## src/rtl/axil_memtest_pkg.sv

```systemverilog
// Shared types and constants for the AXI-lite memory tester.
// Holds the FSM state encoding, LFSR polynomial and AXI response codes.
package axil_memtest_pkg;

  typedef enum logic [2:0] {
    IDLE,
    WR_REQ,
    WR_RESP,
    RD_REQ,
    RD_RESP,
    FINISH
  } state_t;

  localparam logic [31:0] LFSR_MASK = 32'h8020_0003;
  localparam logic [1:0]  RESP_OKAY = 2'b00;

  // One right-shift step of the Galois LFSR.
  function automatic logic [31:0] lfsr_advance(input logic [31:0] v);
    return v[0] ? ((v >> 1) ^ LFSR_MASK) : (v >> 1);
  endfunction

endpackage

```

## src/rtl/taxi_axil_if.sv

```systemverilog
// AXI-lite interface bundle with separate write and read modports.
interface taxi_axil_if #(
  parameter int unsigned DATA_W = 32,
  parameter int unsigned ADDR_W = 32
) ();

  logic [ADDR_W-1:0]   awaddr;
  logic [2:0]          awprot;
  logic                awvalid;
  logic                awready;
  logic [DATA_W-1:0]   wdata;
  logic [DATA_W/8-1:0] wstrb;
  logic                wvalid;
  logic                wready;
  logic [1:0]          bresp;
  logic                bvalid;
  logic                bready;

  logic [ADDR_W-1:0]   araddr;
  logic [2:0]          arprot;
  logic                arvalid;
  logic                arready;
  logic [DATA_W-1:0]   rdata;
  logic [1:0]          rresp;
  logic                rvalid;
  logic                rready;

  modport wr_mst (
    output awaddr, awprot, awvalid, input awready,
    output wdata, wstrb, wvalid, input wready,
    input bresp, bvalid, output bready
  );

  modport rd_mst (
    output araddr, arprot, arvalid, input arready,
    input rdata, rresp, rvalid, output rready
  );

  modport wr_slv (
    input awaddr, awprot, awvalid, output awready,
    input wdata, wstrb, wvalid, output wready,
    output bresp, bvalid, input bready
  );

  modport rd_slv (
    input araddr, arprot, arvalid, output arready,
    output rdata, rresp, rvalid, input rready
  );

endinterface

```

## src/rtl/memtest_lfsr.sv

```systemverilog
// 32-bit Galois LFSR data generator; load has priority over step.
module memtest_lfsr
  import axil_memtest_pkg::*;
(
  input  logic        clk,
  input  logic        rst,
  input  logic        load,
  input  logic [31:0] seed,
  input  logic        step,
  output logic [31:0] value
);

  always_ff @(posedge clk) begin
    if (rst) begin
      value <= '0;
    end else if (load) begin
      value <= seed;
    end else if (step) begin
      value <= lfsr_advance(value);
    end
  end

endmodule

```

## src/rtl/axil_memtest.sv

```systemverilog
// AXI-lite memory tester: writes an LFSR pattern over a word range, reads it back, counts errors.
// Optional per-handshake watchdog enabled with `define AXIL_MEMTEST_TIMEOUT_EN.
module axil_memtest
  import axil_memtest_pkg::*;
#(
  parameter logic [31:0] ADDR_BASE   = 32'h0000_0000,
  parameter int unsigned WORDS       = 1024,
  parameter logic [31:0] SEED        = 32'hACE1_2345,
  parameter int unsigned TIMEOUT_CYC = 1024
) (
  input  logic        clk,
  input  logic        rst,
  taxi_axil_if.wr_mst m_axil_wr,
  taxi_axil_if.rd_mst m_axil_rd,
  input  logic        start,
  output logic        busy,
  output logic        done,
  output logic        pass,
  output logic [15:0] err_count,
  output logic [31:0] first_err_addr
);

  if (WORDS < 1 || WORDS > 65535 || TIMEOUT_CYC < 1 ||
      ADDR_BASE[1:0] != 2'b00 || SEED == 32'h0) begin : g_bad_cfg
    $error("axil_memtest: illegal parameter set");
  end

  state_t      state;
  logic [15:0] idx;
  logic [31:0] addr;
  logic [31:0] wdata;
  logic        awvalid;
  logic        wvalid;
  logic        bready;
  logic        arvalid;
  logic        rready;

  logic [31:0] lfsr_value;
  logic        lfsr_load;
  logic        lfsr_step;
  logic        start_ok;
  logic        aw_ok;
  logic        w_ok;
  logic        last;
  logic        rd_bad;
  logic        waiting;
  logic        advance;
  logic        err_hit;
  logic        tmo_hit;

  assign m_axil_wr.awaddr  = addr;
  assign m_axil_wr.awprot  = '0;
  assign m_axil_wr.awvalid = awvalid;
  assign m_axil_wr.wdata   = wdata;
  assign m_axil_wr.wstrb   = '1;
  assign m_axil_wr.wvalid  = wvalid;
  assign m_axil_wr.bready  = bready;
  assign m_axil_rd.araddr  = addr;
  assign m_axil_rd.arprot  = '0;
  assign m_axil_rd.arvalid = arvalid;
  assign m_axil_rd.rready  = rready;

  assign pass = done && (err_count == '0);

  assign start_ok = start && (state == IDLE || state == FINISH);
  assign aw_ok    = !awvalid || m_axil_wr.awready;
  assign w_ok     = !wvalid || m_axil_wr.wready;
  assign last     = (idx == 16'(WORDS - 1));
  // Data miscompare and bad response on the same beat are one error.
  assign rd_bad   = (m_axil_rd.rdata != lfsr_value) || (m_axil_rd.rresp != RESP_OKAY);
  assign waiting  = (state == WR_REQ) || (state == WR_RESP) ||
                    (state == RD_REQ) || (state == RD_RESP);

  always_comb begin
    advance = 1'b0;
    case (state)
      WR_REQ:  advance = aw_ok && w_ok;
      WR_RESP: advance = m_axil_wr.bvalid;
      RD_REQ:  advance = m_axil_rd.arready;
      RD_RESP: advance = m_axil_rd.rvalid;
      default: advance = 1'b0;
    endcase
  end

`ifdef AXIL_MEMTEST_TIMEOUT_EN
  logic [31:0] tmo_cnt;

  assign tmo_hit = waiting && !advance && (tmo_cnt == 32'(TIMEOUT_CYC - 1));

  always_ff @(posedge clk) begin
    if (rst || !waiting || advance) begin
      tmo_cnt <= '0;
    end else begin
      tmo_cnt <= tmo_cnt + 32'd1;
    end
  end
`else
  assign tmo_hit = 1'b0;
`endif

  always_comb begin
    err_hit = tmo_hit;
    if (state == WR_RESP && m_axil_wr.bvalid && m_axil_wr.bresp != RESP_OKAY) begin
      err_hit = 1'b1;
    end
    if (state == RD_RESP && m_axil_rd.rvalid && rd_bad) begin
      err_hit = 1'b1;
    end
  end

  // The read pass restarts the sequence from SEED on the final write response.
  always_comb begin
    lfsr_load = start_ok;
    lfsr_step = 1'b0;
    case (state)
      WR_RESP: begin
        if (m_axil_wr.bvalid) begin
          if (last) lfsr_load = 1'b1;
          else      lfsr_step = 1'b1;
        end
      end
      RD_RESP: lfsr_step = m_axil_rd.rvalid;
      default: lfsr_step = 1'b0;
    endcase
  end

  memtest_lfsr u_lfsr (
    .clk   (clk),
    .rst   (rst),
    .load  (lfsr_load),
    .seed  (SEED),
    .step  (lfsr_step),
    .value (lfsr_value)
  );

  always_ff @(posedge clk) begin
    if (rst) begin
      state          <= IDLE;
      idx            <= '0;
      addr           <= '0;
      wdata          <= '0;
      awvalid        <= 1'b0;
      wvalid         <= 1'b0;
      bready         <= 1'b0;
      arvalid        <= 1'b0;
      rready         <= 1'b0;
      busy           <= 1'b0;
      done           <= 1'b0;
      err_count      <= '0;
      first_err_addr <= '0;
    end else begin
      if (err_hit) begin
        if (err_count != '1) err_count <= err_count + 16'd1;
        if (err_count == '0) first_err_addr <= addr;
      end

      if (tmo_hit) begin
        awvalid <= 1'b0;
        wvalid  <= 1'b0;
        bready  <= 1'b0;
        arvalid <= 1'b0;
        rready  <= 1'b0;
        busy    <= 1'b0;
        done    <= 1'b1;
        state   <= FINISH;
      end else begin
        case (state)
          IDLE, FINISH: begin
            if (start) begin
              err_count      <= '0;
              first_err_addr <= '0;
              done           <= 1'b0;
              busy           <= 1'b1;
              idx            <= '0;
              addr           <= ADDR_BASE;
              wdata          <= SEED;
              awvalid        <= 1'b1;
              wvalid         <= 1'b1;
              state          <= WR_REQ;
            end
          end
          WR_REQ: begin
            if (m_axil_wr.awready) awvalid <= 1'b0;
            if (m_axil_wr.wready)  wvalid  <= 1'b0;
            if (aw_ok && w_ok) begin
              bready <= 1'b1;
              state  <= WR_RESP;
            end
          end
          WR_RESP: begin
            if (m_axil_wr.bvalid) begin
              bready <= 1'b0;
              if (last) begin
                idx     <= '0;
                addr    <= ADDR_BASE;
                arvalid <= 1'b1;
                state   <= RD_REQ;
              end else begin
                idx     <= idx + 16'd1;
                addr    <= addr + 32'd4;
                wdata   <= lfsr_advance(lfsr_value);
                awvalid <= 1'b1;
                wvalid  <= 1'b1;
                state   <= WR_REQ;
              end
            end
          end
          RD_REQ: begin
            if (m_axil_rd.arready) begin
              arvalid <= 1'b0;
              rready  <= 1'b1;
              state   <= RD_RESP;
            end
          end
          RD_RESP: begin
            if (m_axil_rd.rvalid) begin
              rready <= 1'b0;
              if (last) begin
                busy  <= 1'b0;
                done  <= 1'b1;
                state <= FINISH;
              end else begin
                idx     <= idx + 16'd1;
                addr    <= addr + 32'd4;
                arvalid <= 1'b1;
                state   <= RD_REQ;
              end
            end
          end
          default: state <= IDLE;
        endcase
      end
    end
  end

endmodule

```

## src/flat_wrapper.sv

```systemverilog
// flat-port wrapper written by rule: the top's interface ports become plain ports
module axil_memtest_flat import axil_memtest_pkg::*;
#(
  parameter logic [31:0] ADDR_BASE   = 32'h0000_0000,
  parameter int unsigned WORDS       = 1024,
  parameter logic [31:0] SEED        = 32'hACE1_2345,
  parameter int unsigned TIMEOUT_CYC = 1024
)
  (clk, rst, start, busy, done, pass, err_count, first_err_addr, m_axil_wr_awaddr, m_axil_wr_awprot, m_axil_wr_awvalid, m_axil_wr_awready, m_axil_wr_wdata, m_axil_wr_wstrb, m_axil_wr_wvalid, m_axil_wr_wready, m_axil_wr_bresp, m_axil_wr_bvalid, m_axil_wr_bready, m_axil_rd_araddr, m_axil_rd_arprot, m_axil_rd_arvalid, m_axil_rd_arready, m_axil_rd_rdata, m_axil_rd_rresp, m_axil_rd_rvalid, m_axil_rd_rready);
  taxi_axil_if m_axil_wr_i ();
  taxi_axil_if m_axil_rd_i ();
  input  logic clk;
  input  logic rst;
  input  logic start;
  output logic busy;
  output logic done;
  output logic pass;
  output logic [15:0] err_count;
  output logic [31:0] first_err_addr;
  output wire logic [$bits(m_axil_wr_i.awaddr)-1:0] m_axil_wr_awaddr;
  output wire logic [$bits(m_axil_wr_i.awprot)-1:0] m_axil_wr_awprot;
  output wire logic [$bits(m_axil_wr_i.awvalid)-1:0] m_axil_wr_awvalid;
  input wire logic [$bits(m_axil_wr_i.awready)-1:0] m_axil_wr_awready;
  output wire logic [$bits(m_axil_wr_i.wdata)-1:0] m_axil_wr_wdata;
  output wire logic [$bits(m_axil_wr_i.wstrb)-1:0] m_axil_wr_wstrb;
  output wire logic [$bits(m_axil_wr_i.wvalid)-1:0] m_axil_wr_wvalid;
  input wire logic [$bits(m_axil_wr_i.wready)-1:0] m_axil_wr_wready;
  input wire logic [$bits(m_axil_wr_i.bresp)-1:0] m_axil_wr_bresp;
  input wire logic [$bits(m_axil_wr_i.bvalid)-1:0] m_axil_wr_bvalid;
  output wire logic [$bits(m_axil_wr_i.bready)-1:0] m_axil_wr_bready;
  output wire logic [$bits(m_axil_rd_i.araddr)-1:0] m_axil_rd_araddr;
  output wire logic [$bits(m_axil_rd_i.arprot)-1:0] m_axil_rd_arprot;
  output wire logic [$bits(m_axil_rd_i.arvalid)-1:0] m_axil_rd_arvalid;
  input wire logic [$bits(m_axil_rd_i.arready)-1:0] m_axil_rd_arready;
  input wire logic [$bits(m_axil_rd_i.rdata)-1:0] m_axil_rd_rdata;
  input wire logic [$bits(m_axil_rd_i.rresp)-1:0] m_axil_rd_rresp;
  input wire logic [$bits(m_axil_rd_i.rvalid)-1:0] m_axil_rd_rvalid;
  output wire logic [$bits(m_axil_rd_i.rready)-1:0] m_axil_rd_rready;
  assign m_axil_wr_awaddr = m_axil_wr_i.awaddr;
  assign m_axil_wr_awprot = m_axil_wr_i.awprot;
  assign m_axil_wr_awvalid = m_axil_wr_i.awvalid;
  assign m_axil_wr_i.awready = m_axil_wr_awready;
  assign m_axil_wr_wdata = m_axil_wr_i.wdata;
  assign m_axil_wr_wstrb = m_axil_wr_i.wstrb;
  assign m_axil_wr_wvalid = m_axil_wr_i.wvalid;
  assign m_axil_wr_i.wready = m_axil_wr_wready;
  assign m_axil_wr_i.bresp = m_axil_wr_bresp;
  assign m_axil_wr_i.bvalid = m_axil_wr_bvalid;
  assign m_axil_wr_bready = m_axil_wr_i.bready;
  assign m_axil_rd_araddr = m_axil_rd_i.araddr;
  assign m_axil_rd_arprot = m_axil_rd_i.arprot;
  assign m_axil_rd_arvalid = m_axil_rd_i.arvalid;
  assign m_axil_rd_i.arready = m_axil_rd_arready;
  assign m_axil_rd_i.rdata = m_axil_rd_rdata;
  assign m_axil_rd_i.rresp = m_axil_rd_rresp;
  assign m_axil_rd_i.rvalid = m_axil_rd_rvalid;
  assign m_axil_rd_rready = m_axil_rd_i.rready;
  axil_memtest #(.ADDR_BASE(ADDR_BASE), .WORDS(WORDS), .SEED(SEED), .TIMEOUT_CYC(TIMEOUT_CYC)) u_core (.clk(clk), .rst(rst), .m_axil_wr(m_axil_wr_i), .m_axil_rd(m_axil_rd_i), .start(start), .busy(busy), .done(done), .pass(pass), .err_count(err_count), .first_err_addr(first_err_addr));
endmodule
```

## config.mk

```make
export PLATFORM = sky130hd
export DESIGN_NAME = axil_memtest_flat
export DESIGN_NICKNAME = d
export VERILOG_FILES = /design/src/rtl/axil_memtest_pkg.sv /design/src/rtl/taxi_axil_if.sv /design/src/rtl/memtest_lfsr.sv /design/src/rtl/axil_memtest.sv /design/src/flat_wrapper.sv
export SDC_FILE = /design/constraint.sdc
export NUM_CORES = 1
export LEC_CHECK = 0
export CAP_MARGIN = 15
export CORE_MARGIN = 10
export CORE_UTILIZATION = 45
export CTS_CLUSTER_DIAMETER = 100
export CTS_CLUSTER_SIZE = 28
export DETAILED_ROUTE_END_ITERATION = 16
export GPL_TIMING_DRIVEN = 1
export PLACE_DENSITY = 0.77
export SYNTH_ARGS = -nofsm -noshare
export SYNTH_HDL_FRONTEND = slang
export SYNTH_SLANG_ARGS = --single-unit
```

## constraint.sdc

```tcl
create_clock -name clk -period 1.9 [get_ports clk]
set_input_delay 0.38 -clock clk [delete_from_list [all_inputs] [get_ports clk]]
set_output_delay 0.38 -clock clk [all_outputs]
set_load 0.02 [all_outputs]
```

-- Word-level counts from Yosys, hierarchy flattened
Cells that the tools add are included.
Widths: inputs -> output; s select.
- bits in registers: 170
- input port bits: 44
- output and inout bits: 162
- word-level logic and storage cells: 141
- $add $sub $neg: 3
- equality and inequality tests: 19
- muxes and demuxes: 67
- bitwise operators: 1
- reduce and logical (&&, ||, !) cells: 36
- operators by type and width (kind ; count):
    $mux 32 ; 15
    $mux 16 ; 9
    $pmux 32 s3 ; 1
    $pmux 32 s2 ; 1
    $pmux 16 s3 ; 1
    $add 16x1->16 const B ; 2
    $add 32x3->32 const B ; 1
    $ne 32x32->1 ; 1
    $mux 1 ; 24
    $reduce_and 5->1 ; 4
    $mux 3 ; 6
    $ne 2x2->1 const B ; 9
    $eq 16x10->1 const B ; 1
    $logic_not 16->1 ; 1
    $ne 16x16->1 const B ; 1
    $pmux 3 s5 ; 1
    $reduce_bool 2->1 ; 7
    $pmux 1 s2 ; 5
    $pmux 1 s3 ; 3
    $reduce_bool 3->1 ; 3
    $reduce_and 4->1 ; 2
    $logic_and 1x1->1 ; 7
    $eq 3x2->1 const B ; 2
    $eq 3x3->1 const B ; 2
    other kinds (10) ; 17

-- Depth between registers and ports, before layout
- depth in word-level cells: 8
- mapped depth: 10
- depth with buffers taken out: 7

-- Cells and area by module
A second synthesis with hierarchy kept.
- cell total of the unflattened synthesis: 1014
- area total of the unflattened synthesis: 8501.9 sq um
- modules (own cells, without submodules) (module ; instances ; cells an instance ; area each (sq um) ; sequential area each (sq um)):
    axil_memtest ; 1 ; 866 ; 6899.1 ; 2722.6
    memtest_lfsr ; 1 ; 148 ; 1602.8 ; 640.6

-- Worst setup path before layout
No wires, ideal clock.
- path kind: register to register
- start point: reg u_core.addr[8] (netlist: u_core.m_axil_rd.araddr[8])
- end point: reg u_core.addr[21] (netlist: u_core.m_axil_rd.araddr[21])
- library setup time: 70 ps
- data arrival time: 2067 ps
- data required time: 1830 ps
- slack: -236 ps
- cell stages (with the launch flop): 8
- path buffers: 1
- clock period less this slack: 2136 ps
- cells stage by stage: dfxtp_1 > buf_2 > nand4_2 > nor4_4 > nand2_1 > or3_4 > or4_1 > a21oi_1
- word-level cells in the longest chain between the ends: 4
- elaborated cells on any way between the ends: 6
- those cells by class: 1 x add/sub; 5 x mux
- RTL lines (what ; RTL line ; source):
    start: declaration ; axil_memtest.sv:30 ; logic [31:0] addr;
    start signal: assignment ; axil_memtest.sv:200 ; addr <= addr + 32'd4;
    start signal: assignment ; axil_memtest.sv:224 ; addr <= addr + 32'd4;
    $add 32x3->32 (*) ; axil_memtest.sv:200, axil_memtest.sv:224 ;
    $mux 32, on equally long branches ; axil_memtest.sv:218, axil_memtest.sv:193 ;
    $mux 32, on equally long branches ; axil_memtest.sv:216, axil_memtest.sv:191 ;
    $pmux 32 s3 (*) ; axil_memtest.sv:167 ; case (state)
Mark *: on every way between the ends. The rest lies on a longest branch, timed or not. The select of a mux whose other input is x is not followed.
A chain may end at the register's enable or synchronous reset.

-- Worst setup path in the final report
- start point: reg u_core.idx[13]
- end point: reg u_core.idx[12]
- word-level cells in the longest chain between the ends: 4
- elaborated cells on any way between the ends: 6
- those cells by class: 2 x eq/ne; 3 x mux; 1 x reduce/logical
- RTL lines (what ; RTL line ; source):
    start: declaration ; axil_memtest.sv:29 ; logic [15:0] idx;
    start signal: assignment ; axil_memtest.sv:199 ; idx <= idx + 16'd1;
    start signal: assignment ; axil_memtest.sv:223 ; idx <= idx + 16'd1;
    $eq 16x10->1 (*) ; axil_memtest.sv:68 ; assign last = (idx == 16'(WORDS - 1));
    $mux 16 ; axil_memtest.sv:193 ; if (last) begin
    $mux 16 ; axil_memtest.sv:191 ; if (m_axil_wr.bvalid) begin
    $pmux 16 s3 ; axil_memtest.sv:167 ;
Marks and branches as above.

==> flow_metrics.py <==
metrics = {
    "status": {
        "violations": "setup timing",
        "status": "finished with violations",
    },
    "synth": {
        "syn_inst": 1001,
        "syn_avg_cell_area_sq_um": 8.08,
        "synth-edff-count": 0,
        "ys_seq_area_share_pct": 41.6,
        "synth.mux.area_fraction_pct": 0.634,
        "synth-adder-area-share_pct": 0.619,
        "synth_xor_area_share_pct": 6.93,
        "synth_ff_type": "dfxtp_1",
        "syn_area_sq_um": 8090,
        "synth_top_family_by_area": "simple AND/OR/NAND/NOR gates",
        "ys_ff_latch": 168,
        "async_flop_share_pct": 0,
        "synth-compound-area-share_pct": 15.1,
        "yosys.area_share.simple_pct": 26.7,
        "ys_warn_count": 0,
        "ys_types": 71,
    },
    "global_routing": {
        "grt_busiest_layer": "met2",
        "antenna_found_initial": 0,
        "grtUsageMet3_pct": 7.89,
        "grt_pass1_vias": 8891,
        "grt.overflow.total": 0,
        "grt.total_usage_pct": 23.1,
        "met1_usage_pct": 26.2,
        "use_met2_pct": 39.3,
        "grt_pass1_wl_um": 45900,
        "grt_max_degree": 57,
    },
    "routing": {
        "num_vias": 9841,
        "drc": 0,
        "drt-initial-drc-count": 812,
        "wire_per_inst_um": 24.2,
        "first_pass_iters": 7,
        "wl_um": 38800,
        "drt-vias-per-instance": 6.14,
        "drtAntennaViolNets": 0,
    },
    "worst_setup_path": {
        "cpPeakStageDelay_ps": 520,
        "cp.arrival_ps": 2550,
        "worstSetupPathType": "reg -> reg",
        "critPathCaptureType": "flop",
        "critPathBufInv": 2,
        "critPathMaxFanout": 7,
        "crit_chain": "nor4_4, nand2_2, nor4b_4, buf_4, buf_6, nor4_1, xnor2_1, nor2_1",
        "critPathRequiredTime_ps": 2210,
        "cp_top_family": "simple AND/OR/NAND/NOR gates",
        "cp-start-kind": "flop",
        "critPathSlowestCell": "nor4b_4",
    },
    "cells_and_area": {
        "drive_above_1_share_pct": 41.7,
        "stdcell_area_sq_um": 14300,
        "insertedDiodeCount": 0,
        "final_common_cell": "buf_4",
        "area.growth.synth_to_final_pct": 77.3,
        "stdcell_count": 1602,
        "fin_util_pct": 82.1,
        "fin_nets": 1412,
        "most-common-layout-cells": "buf_4 (185), dfxtp_1 (142), clkdlybuf4s50_1 (102), nor2_1 (75), dlygate4sd2_1 (64)",
    },
    "timing": {
        "timing_hold_violations_final": 0,
        "max_freq_mhz": 447,
        "period_minus_slack_ps": 2240,
        "slew_headroom_pct": 65.8,
        "period_share_pct": 118,
        "tightest_slew_ps": 510,
        "finalSetupViolations": 157,
        "timing_max_transition_violations_final": 0,
        "finClkSkew_ps": 13.5,
        "setup_slack_ps": -335,
        "grt_setup_unrepaired": "yes",
    },
    "pwr": {
        "p_leak_nw": 5.92,
        "powerDensity_nw_per_um2": 674,
        "peakVddDrop_uv": 789,
    },
    "cts": {
        "cts_hold_buf": 0,
        "cts_root_buf": "clkbuf_16",
        "clockBufferDepth": 2,
        "htree_levels": 4,
        "clk_latency_ps": 450,
        "cts_num_sinks": 168,
        "cts_tree": "built",
        "cts_buffers": 17,
        "clk_pin_slew_ps": 80,
    },
    "placement": {
        "pre_cts_ws_ps": -760,
        "place_congestion": 0.909,
        "port_buffers": 191,
        "dpl.cell_count": 1518,
        "post-dp-hpwl_um": 19700,
        "postPlaceCellArea_sq_um": 11400,
    },
    "run": {
        "drv_cap": 0,
    },
    "floorplanning": {
        "fp.dieW_um": 154,
        "core_area_sq_um": 17500,
        "die_area_sq_um": 23700,
        "die_h_um": 154,
        "io-pin-count": 206,
        "initial_core_util_pct": 46.3,
        "rows": 48,
    },
    "hold_path": {
        "hp-class": "in -> reg",
    },
}
layer usage:
layer / wire (um) / share of wire, %
met3: 3850 / 9.9
met4: 2120 / 5.5
met1: 13300 / 34
met5: 0 / 0
met2: 19500 / 50
layout make-up:
type / instances / area (sq um)
tap: 225 / 282
multi-input combinational: 722 / 5640
sequential: 168 / 3410
fill: 913 / 3130
clock buffer: 19 / 464
inverter: 15 / 56.3
clock inverter: 13 / 151
timing repair buffer: 440 / 4340
cells by family (layout without fill, tap and decap cells):
logic type               count (synthesis)  after routing
adder cells (fa/ha/maj)                  4              4
multiplexers                             5              5
buffers and inverters                  123            487
flip-flops                             168            168
other                                    2             14
AND/OR/NAND/NOR                        416            416
AO/OA/AOI/OAI                          219            219
XOR/XNOR                                64             64
sequential cells by signal, summed over array words and instances, names as in the netlist, 3 cells and up:
register and cells:
u_core.u_lfsr.value 32, u_core.m_axil_wr.wdata 32, u_core.err_count 16, u_core.first_err_addr 32
u_core.m_axil_rd.araddr 30, u_core.state 3, u_core.idx 16
report_power, final:
| part | switching [W] | leakage, nW | internal (W) |
|---|---|---|---|
| combinational | 0.00120 | 4.25 | 0.000962 |
| clock | 0.00165 | 0.295 | 0.00208 |
| sequential | 0.000144 | 1.38 | 0.00363 |
cells in the mapped netlist (3+ instances only):
master / number / area [sq um]
o21ai_0: 63 / 315
and3_1: 8 / 50.1
nor4b_1: 12 / 105
dfxtp_1: 168 / 3360
nand4_1: 21 / 131
or4_1: 9 / 67.6
a31oi_1: 9 / 56.3
buf_4: 45 / 338
nor2_1: 89 / 334
nand3_1: 68 / 340
xnor2_1: 60 / 526
nand2b_1: 5 / 31.3
inv_1: 15 / 56.3
o211ai_1: 3 / 22.5
a22oi_1: 4 / 30.0
mux2i_1: 4 / 40.0
buf_2: 17 / 85.1
xor2_1: 4 / 35.0
a21oi_1: 110 / 551
nor3_1: 27 / 135
a311oi_1: 4 / 35.0
and4_1: 6 / 52.6
and2_1: 3 / 18.8
nor4_1: 18 / 113
o21bai_1: 3 / 22.5
nand2_1: 106 / 398
ha_1: 4 / 50.1
buf_6: 3 / 33.8
clkbuf_1: 42 / 158
or3_1: 10 / 62.6
o41ai_1: 3 / 26.3
o22ai_1: 3 / 18.8
nor2b_1: 4 / 25.0
stage by stage:
stage | hold slack, ps | TNS [ps] | total power, W
6_report | 292 | -21680 | 0.00967
5_1_grt | 294 | -31880 | 0.00988
4_1_cts | 267 | -3470 | 0.00891
3_5_place_dp | 443 | -74520 | 0.00521
3_3_place_gp | 438 | -69820 | 0.00519
2_1_floorplan | 467 | -79.9 | 0.00453
what timing repair did:
| item | in CTS | in global routing |
|---|---|---|
| setup endpoints to repair | 209 | 172 |
| cloned | 3 | 17 |
| pin swaps | 24 | 143 |
| gates resized for setup | 153 | 355 |
| endpoints found under the hold margin | 0 | 0 |
| buffers inserted | 9 | 25 |
final timing paths:
| check | from | endpoint | slack (ps) | cells after the start |
|---|---|---|---|---|
| setup / recovery | u_core.idx[13] | u_core.idx[12] | -340 | 8 |
| hold / removal | rst | u_core.m_axil_rd.araddr[25] | 290 | 2 |
| setup reg to reg | u_core.idx[13] | u_core.idx[12] | -340 | 8 |
| hold reg to reg | u_core.m_axil_wr.wdata[6] | u_core.m_axil_wr.wdata[6] | 460 | 2 |
Power figures use the tool's default switching activity.
